[config.mk]
export PLATFORM = sky130hd
export DESIGN_NAME = fp32_sub_seq
export DESIGN_NICKNAME = d
export VERILOG_FILES = /design/src/rtl/fp32_pkg.sv /design/src/rtl/fp32_rne_round.sv /design/src/rtl/fp32_sub_seq.sv
export SDC_FILE = /design/constraint.sdc
export NUM_CORES = 1
export LEC_CHECK = 0
export ABC_CLOCK_PERIOD_IN_PS = 8100
export CAP_MARGIN = 20
export CORE_ASPECT_RATIO = 1.75
export CORE_UTILIZATION = 46
export CTS_CLUSTER_DIAMETER = 120
export CTS_CLUSTER_SIZE = 20
export DETAILED_ROUTE_END_ITERATION = 8
export PLACE_DENSITY = 0.72
export SYNTH_ARGS = -nofsm -noshare
export SYNTH_HDL_FRONTEND = slang
export SYNTH_SLANG_ARGS = --single-unit
[constraint.sdc]
create_clock -name clk -period 8.1 [get_ports clk]
set_input_delay 1.62 -clock clk [delete_from_list [all_inputs] [get_ports clk]]
set_output_delay 1.62 -clock clk [all_outputs]
set_load 0.01 [all_outputs]
[src/rtl/fp32_pkg.sv]
// Shared FP32 field widths, constants, FSM states and the unpacked-operand
// type used by the sequential subtractor.
package fp32_pkg;

    localparam int EXP_W = 8;
    localparam int MAN_W = 23;
    localparam int BIAS  = 127;

    localparam logic [31:0] QNAN    = 32'h7FC0_0000;
    localparam logic [31:0] POS_INF = 32'h7F80_0000;

    typedef enum logic [2:0] {
        S_IDLE,
        S_UNPACK,
        S_ALIGN,
        S_ADD,
        S_NORM,
        S_ROUND
    } state_t;

    typedef struct packed {
        logic             sign;
        logic [EXP_W-1:0] exponent;
        logic [MAN_W:0]   sig;
        logic             zero;
    } operand_t;

    // A zero exponent flushes the operand (zero or denormal) to a zero significand.
    function automatic operand_t unpack_op(input logic [31:0] value, input logic flip);
        operand_t op;
        op.sign     = value[31] ^ flip;
        op.exponent = value[30:23];
        op.zero     = (value[30:23] == '0);
        op.sig      = op.zero ? '0 : {1'b1, value[MAN_W-1:0]};
        return op;
    endfunction

endpackage

[src/rtl/fp32_rne_round.sv]
// Combinational round-to-nearest-even and FP32 packing with overflow to
// signed infinity. Significand layout: [26] hidden bit, [25:3] mantissa, G, R, S.
module fp32_rne_round
    import fp32_pkg::*;
(
    input  logic        sign,
    input  logic [9:0]  exponent,
    input  logic [26:0] significand,
    output logic [31:0] packed_val
);

    logic        inc;
    logic [24:0] rounded;
    logic [9:0]  exp_adj;

    always_comb begin
        inc     = significand[2] & (significand[1] | significand[0] | significand[3]);
        rounded = {1'b0, significand[26:3]} + {24'b0, inc};
        exp_adj = exponent + {9'b0, rounded[24]};
        // A rounding carry leaves 1.000..., so the mantissa field is all zeros.
        if (exp_adj >= 10'd255)
            packed_val = POS_INF | {sign, 31'b0};
        else if (rounded[24])
            packed_val = {sign, exp_adj[EXP_W-1:0], rounded[MAN_W:1]};
        else
            packed_val = {sign, exp_adj[EXP_W-1:0], rounded[MAN_W-1:0]};
    end

endmodule

[src/rtl/fp32_sub_seq.sv]
// Iterative FP32 subtractor (result = a - b), RNE rounding, denormals flushed.
// Define FP32_SUB_SPECIALS_EN to decode exponent 255 as Inf/NaN.
module fp32_sub_seq
    import fp32_pkg::*;
#(
    parameter int NORM_MAX = 26
) (
    input  logic        clk,
    input  logic        rst_n,
    input  logic        in_valid,
    output logic        in_ready,
    input  logic [31:0] a,
    input  logic [31:0] b,
    output logic        done,
    output logic [31:0] result,
    output logic        busy
);

    localparam int CNT_W = $clog2(NORM_MAX + 1);

    state_t            state, state_nxt;
    logic [31:0]       a_reg, b_reg;
    operand_t          x_op, y_op, ua, ub;
    logic              swap;
    logic [7:0]        diff;
    logic [49:0]       wide;
    logic [26:0]       y_shift, y_al;
    logic [27:0]       sum, sum_nxt;
    logic              mag_zero;
    logic [9:0]        exp_w;
    logic              sign_w, flush, special;
    logic [CNT_W-1:0]  norm_cnt;
    logic [31:0]       spec_res, spec_val, rounded;
    logic              is_special;

    assign in_ready = (state == S_IDLE);
    assign busy     = (state != S_IDLE);

    always_comb begin
        ua       = unpack_op(a_reg, 1'b0);
        ub       = unpack_op(b_reg, 1'b1);
        swap     = {ub.exponent, ub.sig} > {ua.exponent, ua.sig};
        diff     = x_op.exponent - y_op.exponent;
        wide     = {y_op.sig, 26'b0} >> diff;
        y_shift  = (diff > 8'd26) ? {26'b0, |y_op.sig} : {wide[49:24], |wide[23:0]};
        sum_nxt  = (x_op.sign == y_op.sign) ? {1'b0, x_op.sig, 3'b000} + {1'b0, y_al}
                                            : {1'b0, x_op.sig, 3'b000} - {1'b0, y_al};
        mag_zero = (sum_nxt == '0) || (x_op.zero && y_op.zero);
    end

`ifdef FP32_SUB_SPECIALS_EN
    logic a_inf, b_inf, a_nan, b_nan;
    always_comb begin
        a_inf      = (&a_reg[30:23]) && (a_reg[22:0] == '0);
        b_inf      = (&b_reg[30:23]) && (b_reg[22:0] == '0);
        a_nan      = (&a_reg[30:23]) && (a_reg[22:0] != '0);
        b_nan      = (&b_reg[30:23]) && (b_reg[22:0] != '0);
        is_special = (&a_reg[30:23]) || (&b_reg[30:23]);
        if (a_nan || b_nan || (a_inf && b_inf && (a_reg[31] == b_reg[31])))
            spec_val = QNAN;
        else if (a_inf)
            spec_val = a_reg;
        else
            spec_val = {~b_reg[31], POS_INF[30:0]};
    end
`else
    assign is_special = 1'b0;
    assign spec_val   = '0;
`endif

    fp32_rne_round u_round (
        .sign        (sign_w),
        .exponent    (exp_w),
        .significand (sum[26:0]),
        .packed_val  (rounded)
    );

    always_ff @(posedge clk or negedge rst_n) begin
        if (!rst_n)
            state <= S_IDLE;
        else
            state <= state_nxt;
    end

    // NORM exits once the sum has no carry and a set hidden bit, on flush, or on watchdog.
    always_comb begin
        state_nxt = state;
        case (state)
            S_IDLE:   if (in_valid) state_nxt = S_UNPACK;
            S_UNPACK: state_nxt = is_special ? S_ROUND : S_ALIGN;
            S_ALIGN:  state_nxt = S_ADD;
            S_ADD:    state_nxt = S_NORM;
            S_NORM:   if (flush || norm_cnt == CNT_W'(NORM_MAX) || (!sum[27] && sum[26]))
                          state_nxt = S_ROUND;
            S_ROUND:  state_nxt = S_IDLE;
            default:  state_nxt = S_IDLE;
        endcase
    end

    always_ff @(posedge clk or negedge rst_n) begin
        if (!rst_n) begin
            a_reg    <= '0;
            b_reg    <= '0;
            x_op     <= '0;
            y_op     <= '0;
            y_al     <= '0;
            sum      <= '0;
            exp_w    <= '0;
            sign_w   <= 1'b0;
            flush    <= 1'b0;
            special  <= 1'b0;
            spec_res <= '0;
            norm_cnt <= '0;
            result   <= '0;
            done     <= 1'b0;
        end else begin
            done <= 1'b0;
            case (state)
                S_IDLE: begin
                    if (in_valid) begin
                        a_reg <= a;
                        b_reg <= b;
                    end
                end
                S_UNPACK: begin
                    x_op     <= swap ? ub : ua;
                    y_op     <= swap ? ua : ub;
                    special  <= is_special;
                    spec_res <= spec_val;
                    flush    <= 1'b0;
                    norm_cnt <= '0;
                end
                S_ALIGN: y_al <= y_shift;
                S_ADD: begin
                    sum    <= sum_nxt;
                    exp_w  <= {2'b00, x_op.exponent};
                    sign_w <= mag_zero ? 1'b0 : x_op.sign;
                    flush  <= mag_zero;
                end
                S_NORM: begin
                    if (!flush && norm_cnt != CNT_W'(NORM_MAX)) begin
                        if (sum[27]) begin
                            sum      <= {1'b0, sum[27:2], sum[1] | sum[0]};
                            exp_w    <= exp_w + 10'd1;
                            norm_cnt <= norm_cnt + CNT_W'(1);
                        end else if (!sum[26]) begin
                            sum      <= {sum[26:0], 1'b0};
                            exp_w    <= exp_w - 10'd1;
                            flush    <= (exp_w == 10'd1);
                            norm_cnt <= norm_cnt + CNT_W'(1);
                        end
                    end
                end
                S_ROUND: begin
                    done <= 1'b1;
                    if (special)
                        result <= spec_res;
                    else if (flush)
                        result <= {sign_w, 31'b0};
                    else
                        result <= rounded;
                end
                default: ;
            endcase
        end
    end

`ifndef SYNTHESIS
    norm_watchdog_a: assert property (@(posedge clk) disable iff (!rst_n)
        !(state == S_NORM && norm_cnt == CNT_W'(NORM_MAX)));
`endif

endmodule
Word-level counts from Yosys, hierarchy flattened
Index checks and enable logic that the tools add are counted.
{"block": "word_totals", "ff_bits": 240, "in_bits": 67, "word_cells": 105, "out_inout_bits": 35}
{"block": "op_classes", "bitwise": 4, "n_mux": 30, "reduce_logical": 24, "shifts": 1, "n_eq_ne": 15, "addsub": 8, "n_lt_le_gt_ge": 3}
{"operator": "27-bit two-way mux", "n": 3}
{"operator": "34-bit two-way mux", "n": 2}
{"operator": "31-bit two-way mux", "n": 2}
{"operator": "28-bit two-way mux", "n": 2}
{"operator": "28-bit one-hot mux with 2 select lines", "n": 1}
{"operator": "50-bit by 8-bit >> shifter with 50-bit output", "n": 1}
{"operator": "24-bit two-way mux", "n": 2}
{"operator": "24-bit OR reduction", "n": 2}
{"operator": "32-bit greater-than comparator", "n": 1}
{"operator": "10-bit two-way mux", "n": 3}
{"operator": "27-bit by 27-bit adder with 28-bit output", "n": 1}
{"operator": "28-bit logical NOT", "n": 1}
{"operator": "27-bit by 27-bit subtractor with 28-bit output", "n": 1}
{"operator": "24-bit by 1-bit adder with 25-bit output", "n": 1}
{"operator": "23-bit two-way mux", "n": 1}
{"operator": "10-bit one-hot mux with 2 select lines", "n": 1}
{"operator": "8-bit logical NOT", "n": 2}
{"operator": "5-bit two-way mux", "n": 3}
{"operator": "3-bit one-hot mux with 5 select lines", "n": 1}
{"operator": "10-bit by 1-bit adder with 10-bit output", "n": 1}
{"operator": "10-bit by 1-bit adder with 10-bit output, second input constant", "n": 1}
{"operator": "10-bit by 1-bit == test with 1-bit output, second input constant", "n": 1}
{"operator": "10-bit by 8-bit >= comparator with 1-bit output, second input constant", "n": 1}
{"operator": "2-bit inequality test, second input constant", "n": 5}
{"operator": "27 further kinds", "n": 45}

Depth between registers and ports, before layout
{"block": "logic_depth", "depth_word": 8, "ltp_mapped": 20}

Modules after synthesis
Synthesis repeated with hierarchy kept, for this count alone.
{"block": "hier_totals", "hier_cells": 1987, "area_unflattened_um2": 17446.7}
{"module": "fp32_sub_seq", "area_per_inst_um2": 16529.6, "n_inst": 1, "seq_area_each_um2": 6005.8, "cells_per_inst": 1845}
{"module": "fp32_rne_round", "area_per_inst_um2": 917.1, "n_inst": 1, "seq_area_each_um2": 0.0, "cells_per_inst": 142}

Least setup slack after synthesis
Ideal clock, no wire load.
{"block": "synth_path", "path_kind": "register to register", "startpoint": "reg sum[3]", "endpoint": "reg result[11]", "t_arrival_ns": 3.759, "path_stages_with_launch": 21, "slack_ns": 4.259, "n_path_buf": 1, "setup_ns": 0.083, "period_less_slack_ns": 3.841, "path_cell_list": "dfrtp_1 > and2_1 > ha_1 > and3_1 > nand3_1 > nor2_1 > and2_1 > nor2b_1 > nand3_1 > inv_1 > ha_1 > ha_1 > nand3_1 > xnor2_1 > nand3_1 > nor2_1 > a21o_1 > nor3_1 > nand2_1 > clkbuf_1 > o21ai_0"}
{"block": "synth_via", "elab_chain_len": 7, "word_cells_on_any_way": 8, "cone_classes": "add/sub: 2; order compare: 1; mux: 3; bitwise: 2"}
{"item": "from (decl)", "line": "fp32_sub_seq.sv:28", "text": "logic [27:0] sum, sum_nxt;"}
{"item": "from (signal assigned)", "line": "fp32_sub_seq.sv:135", "text": "sum <= sum_nxt;"}
{"item": "from (signal assigned)", "line": "fp32_sub_seq.sv:143", "text": "sum <= {1'b0, sum[27:2], sum[1] | sum[0]};"}
{"item": "from (signal assigned)", "line": "fp32_sub_seq.sv:147", "text": "sum <= {sum[26:0], 1'b0};"}
{"item": "1-bit OR", "line": "fp32_rne_round.sv:17", "text": "inc = significand[2] & (significand[1] | significand[0] | significand[3]);"}
{"item": "1-bit AND", "line": "fp32_rne_round.sv:17"}
{"item": "24-bit by 1-bit adder with 25-bit output *", "line": "fp32_rne_round.sv:18", "text": "rounded = {1'b0, significand[26:3]} + {24'b0, inc};"}
{"item": "10-bit by 1-bit adder with 10-bit output", "line": "fp32_rne_round.sv:19", "text": "exp_adj = exponent + {9'b0, rounded[24]};"}
{"item": "10-bit by 8-bit >= comparator with 1-bit output", "line": "fp32_rne_round.sv:21", "text": "if (exp_adj >= 10'd255)"}
{"item": "31-bit two-way mux *", "line": "fp32_rne_round.sv:21"}
{"item": "31-bit two-way mux *", "line": "fp32_sub_seq.sv:158", "text": "else if (flush)"}
{"item": "to (signal assigned)", "line": "fp32_sub_seq.sv:157", "text": "result <= spec_res;"}
{"item": "to (signal assigned)", "line": "fp32_sub_seq.sv:159", "text": "result <= {sign_w, 31'b0};"}
{"item": "to (signal assigned)", "line": "fp32_sub_seq.sv:161", "text": "result <= rounded;"}
{"item": "to (decl)", "line": "fp32_sub_seq.sv:15", "text": "output logic [31:0] result,"}
Every way passes the cells marked *; elsewhere a longest branch is shown, timed or not.
A chain may end at the register's enable or synchronous reset.

Worst setup path after layout
{"block": "layout_path", "startpoint": "reg b_reg[24]", "endpoint": "reg x_op[0] (netlist bit)"}
{"block": "layout_via", "elab_chain_len": 4}
{"item": "from (decl)", "line": "fp32_sub_seq.sv:22", "text": "logic [31:0] a_reg, b_reg;"}
{"item": "from (signal assigned)", "line": "fp32_sub_seq.sv:103", "text": "b_reg <= '0;"}
{"item": "from (signal assigned)", "line": "fp32_sub_seq.sv:122", "text": "b_reg <= b;"}
{"item": "8-bit logical NOT", "line": "fp32_pkg.sv:33", "text": "op.zero = (value[30:23] == '0);"}
{"item": "24-bit two-way mux", "line": "fp32_pkg.sv:34", "text": "op.sig = op.zero ? '0 : {1'b1, value[MAN_W-1:0]};"}
{"item": "32-bit greater-than comparator", "line": "fp32_sub_seq.sv:42", "text": "swap = {ub.exponent, ub.sig} > {ua.exponent, ua.sig};"}
{"item": "34-bit two-way mux *", "line": "fp32_sub_seq.sv:126", "text": "x_op <= swap ? ub : ua;"}
{"item": "to (signal assigned)", "line": "fp32_sub_seq.sv:126"}
{"item": "to (decl)", "line": "fp32_sub_seq.sv:23", "text": "operand_t x_op, y_op, ua, ub;"}
Marked as above.

==> summary.md <==
| Metric | Value |
|---|---|
| Top cell by count, worst path | `o21a_1` |
| GRT Util Overall | `0.239` |
| Core ar. | `0.0359 mm²` |
| Placed Area | `0.0181 mm²` |
| IO Pins | `102` |
| Die width | `146 µm` |
| Yosys reg bits | `240` |
| Maximum fanout along the worst path | `38` |
| Mapped Nets | `2061` |
| Clock transition at path regs | `0.09 ns` |
| CTS max path bufs | `3` |
| Final net count | `2090` |
| Num CTS Buffers | `15` |
| Largest area contributor in the netlist | `dfrtp_1` |
| Initial antenna violation count | `0` |
| Worst R2R End | `x_op[0]` |
| Seq/Total Area, Yosys | `0.359` |
| EDFF count, synth | `0` |
| Number of inserted diodes | `0` |
| Routed via count | `14100` |
| Worst-Margin Slew | `1.08 ns` |
| Post-CTS Hold Buffers | `0` |
| Setup_tns | `0 ns` |
| Row cnt | `92` |
| Worst reg2reg path depth | `15` |
| Hold_sp | `result[18]` |
| Post-route insts no fill | `2392` |
| Synth area leaders | `dfrtp_1 (36%), ha_1 (7.3%), mux2i_1 (6.9%), o21ai_0 (5.8%), nand2_1 (5.0%)` |
| First-iteration detailed-routing DRC count | `861` |
| Vias per cell | `5.91` |
| Clock latency at the later pin of the worst-skew pair | `0.50 ns` |
| Ordered list of cells on the worst path | `nor4_1 -> nand2_1 -> and2_1 -> ha_1 -> nor2b_1 -> o21a_1 -> o21a_1 -> o21a_1 -> o21ai_0 -> a21oi_1 -> o21ai_0 -> a21oi_4 -> buf_4 -> mux2i_1 -> mux2_2` |
| Unrepaired setup endpoints after global routing | `no` |
| Hold endpoint | `result[18]` |
| Die ar. | `0.0371 mm²` |
| First-pass GRT wire length | `71700 µm` |
| Share of cells above drive strength 1 | `0.0692` |
| Crit Path Class | `reg -> reg` |
| Fraction of registers with async set/reset | `1.00` |
| Crit path arrival time | `5.22 ns` |
| Area of the mapped netlist | `0.0167 mm²` |
| DRT Pass-1 Iters | `5` |
| Dpl cells | `2374` |
| Initial Util | `0.465` |
| Synth top cells by count | `dfrtp_1 (240), nand2_1 (221), o21ai_0 (192)` |
| Final WL | `43800 µm` |
| Clock skew | `0.0132 ns` |
| Drt drc | `0` |
| Crit start category | `flip-flop` |
| Crit path time final | `4.82 ns` |
| Post-synth cell types | `81` |
| Largest regs | `x_op (34), y_op (34)` |
| Area share of the largest cell type after synthesis | `0.359` |
| Crit path max-delay family | `simple AND/OR/NAND/NOR gates` |
| Design area | `0.0185 mm²` |
| Rel. slew slack | `0.279` |
| Synthesized area per cell | `8.82 µm²` |
| R2r startpoint | `b_reg[24]` |
| Buffers & Inverters on Critical Path | `1` |
| GP Congestion | `0.938` |
| Die Height | `254 µm` |
| Critical Path Max Stage Delay | `0.59 ns` |
| Vias in the first global route | `13900` |
| Syn Inst Count | `1895` |
| Worst setup EP type | `flip-flop` |
| Max Clk Rate | `0.207 GHz` |
| Fin. Hold Viols | `0` |
| Run status | `complete, no violations` |
| CTS tree | `built` |
| Clock sinks | `240` |
| Most common cell in the netlist | `dfrtp_1` |
| Worst hold path depth | `2` |
| Worst endpoint required time | `8.50 ns` |
| Final setup vio count | `0` |
| H-tree depth | `1` |
| Remaining Overflow, GRT | `0` |
| Largest net degree at the start of global routing | `134` |
| Port Buffers | `101` |
| Main synth FF type | `dfrtp_1` |
| Final period util | `0.595` |
| Post-CTS sizing | `0` |
| HPWL after detailed placement | `34200 µm` |
| Root buf cell | `clkbuf_16` |
| Classification of the worst-slack hold path | `reg -> reg` |
| Max-cap violation count | `0` |
| Post-DRT Antenna Nets | `0` |
| Post-CTS setup buffer count | `0` |
| Synth Warn # | `0` |
| Max-slew violations | `0` |
| Slack of the worst reg-to-reg path | `3.28 ns` |
| CP max stage cell | `nand2_1` |
| Routed len/inst | `18.3 µm` |
| Syn-to-layout area delta | `10.7%` |
-- layout make-up --
cell class	count	area (µm²)
Timing Repair Buffer	126	1240
Clock buffer	15	375
Fill cell	3417	17400
Tap cell	470	588
Multi-Input combinational cell	1439	9920
Inverter	102	383
Sequential cell	240	6010
-- cell usage in the layout, fill, tap and decap left out, types with 7 or more instances in the layout --
cell type	synthesis	final
ha_1	97	97
a211oi_1	21	21
xor2_1	30	29
buf_4	0	23
o31ai_1	16	16
clkdlybuf4s50_1	0	100
clkbuf_16	0	15
or3_1	16	16
nand2_1	221	221
dfrtp_1	240	240
and3_1	16	16
o21a_1	7	7
mux4_2	7	7
a21o_1	25	25
mux2_2	61	61
a221o_1	7	7
o22ai_1	7	7
a22o_1	16	16
and2_1	53	52
mux2i_1	116	116
a21oi_1	90	89
nand2b_1	11	10
inv_1	101	101
nand4_1	20	20
nand3_1	50	50
a221oi_1	19	19
nor2b_1	18	18
xnor2_1	31	29
a31oi_1	14	14
o211ai_1	19	19
nor3_1	31	31
nor2_1	101	101
nor4_1	16	16
o21ai_0	192	192
-- layer usage --
layer,track usage,vias up,wire length (µm)
met4,0.124,0,2210
li1,-,6876,-
met5,0,-,0
met1,0.253,6807,16400
met2,0.471,342,23900
met3,0.0165,111,1240
-- metrics by stage --
stage	util	setup WS (ns)	hold slack (ns)
after floorplan	-	4.26	0.446
after global placement	0.503	2.95	0.453
after detailed placement	0.503	2.82	0.459
after CTS	0.514	2.69	0.478
after global routing	0.515	2.92	0.513
final	0.515	3.28	0.471
-- cell families after synthesis --
group,synth area share
XOR/XNOR,0.0320
flip-flops,0.359
AND/OR/NAND/NOR,0.170
buffers and inverters,0.0496
multiplexers,0.120
adder cells (fa/ha/maj),0.0750
AO/OA/AOI/OAI,0.193
-- worst reg2reg max path: stages, from the launching register on --
cell and delay [ns]:
dfrtp_1 0.44, nor4_1 0.39, nand2_1 0.59, and2_1 0.45
ha_1 0.31, nor2b_1 0.13, o21a_1 0.16, o21a_1 0.16
o21a_1 0.15, o21ai_0 0.34, a21oi_1 0.12, o21ai_0 0.39
a21oi_4 0.18, buf_4 0.36, mux2i_1 0.24, mux2_2 0.32
-- worst max path at each step --
stage / from / to / slack (ns) / cells past startpoint
final: b_reg[24] / x_op[0] / 3.28 / 15
after global placement: b_reg[24] / y_op[0] / 2.95 / 15
after CTS: b_reg[24] / x_op[0] / 2.69 / 15
after detailed placement: b_reg[24] / x_op[0] / 2.82 / 15
after global routing: sum[3] / result[5] / 2.92 / 20
after floorplan: sum[3] / result[11] / 4.26 / 20
Power is left out: the tool's default activity adds up to more than one toggle a clock period on the data nets, which glitch-free logic cannot reach.
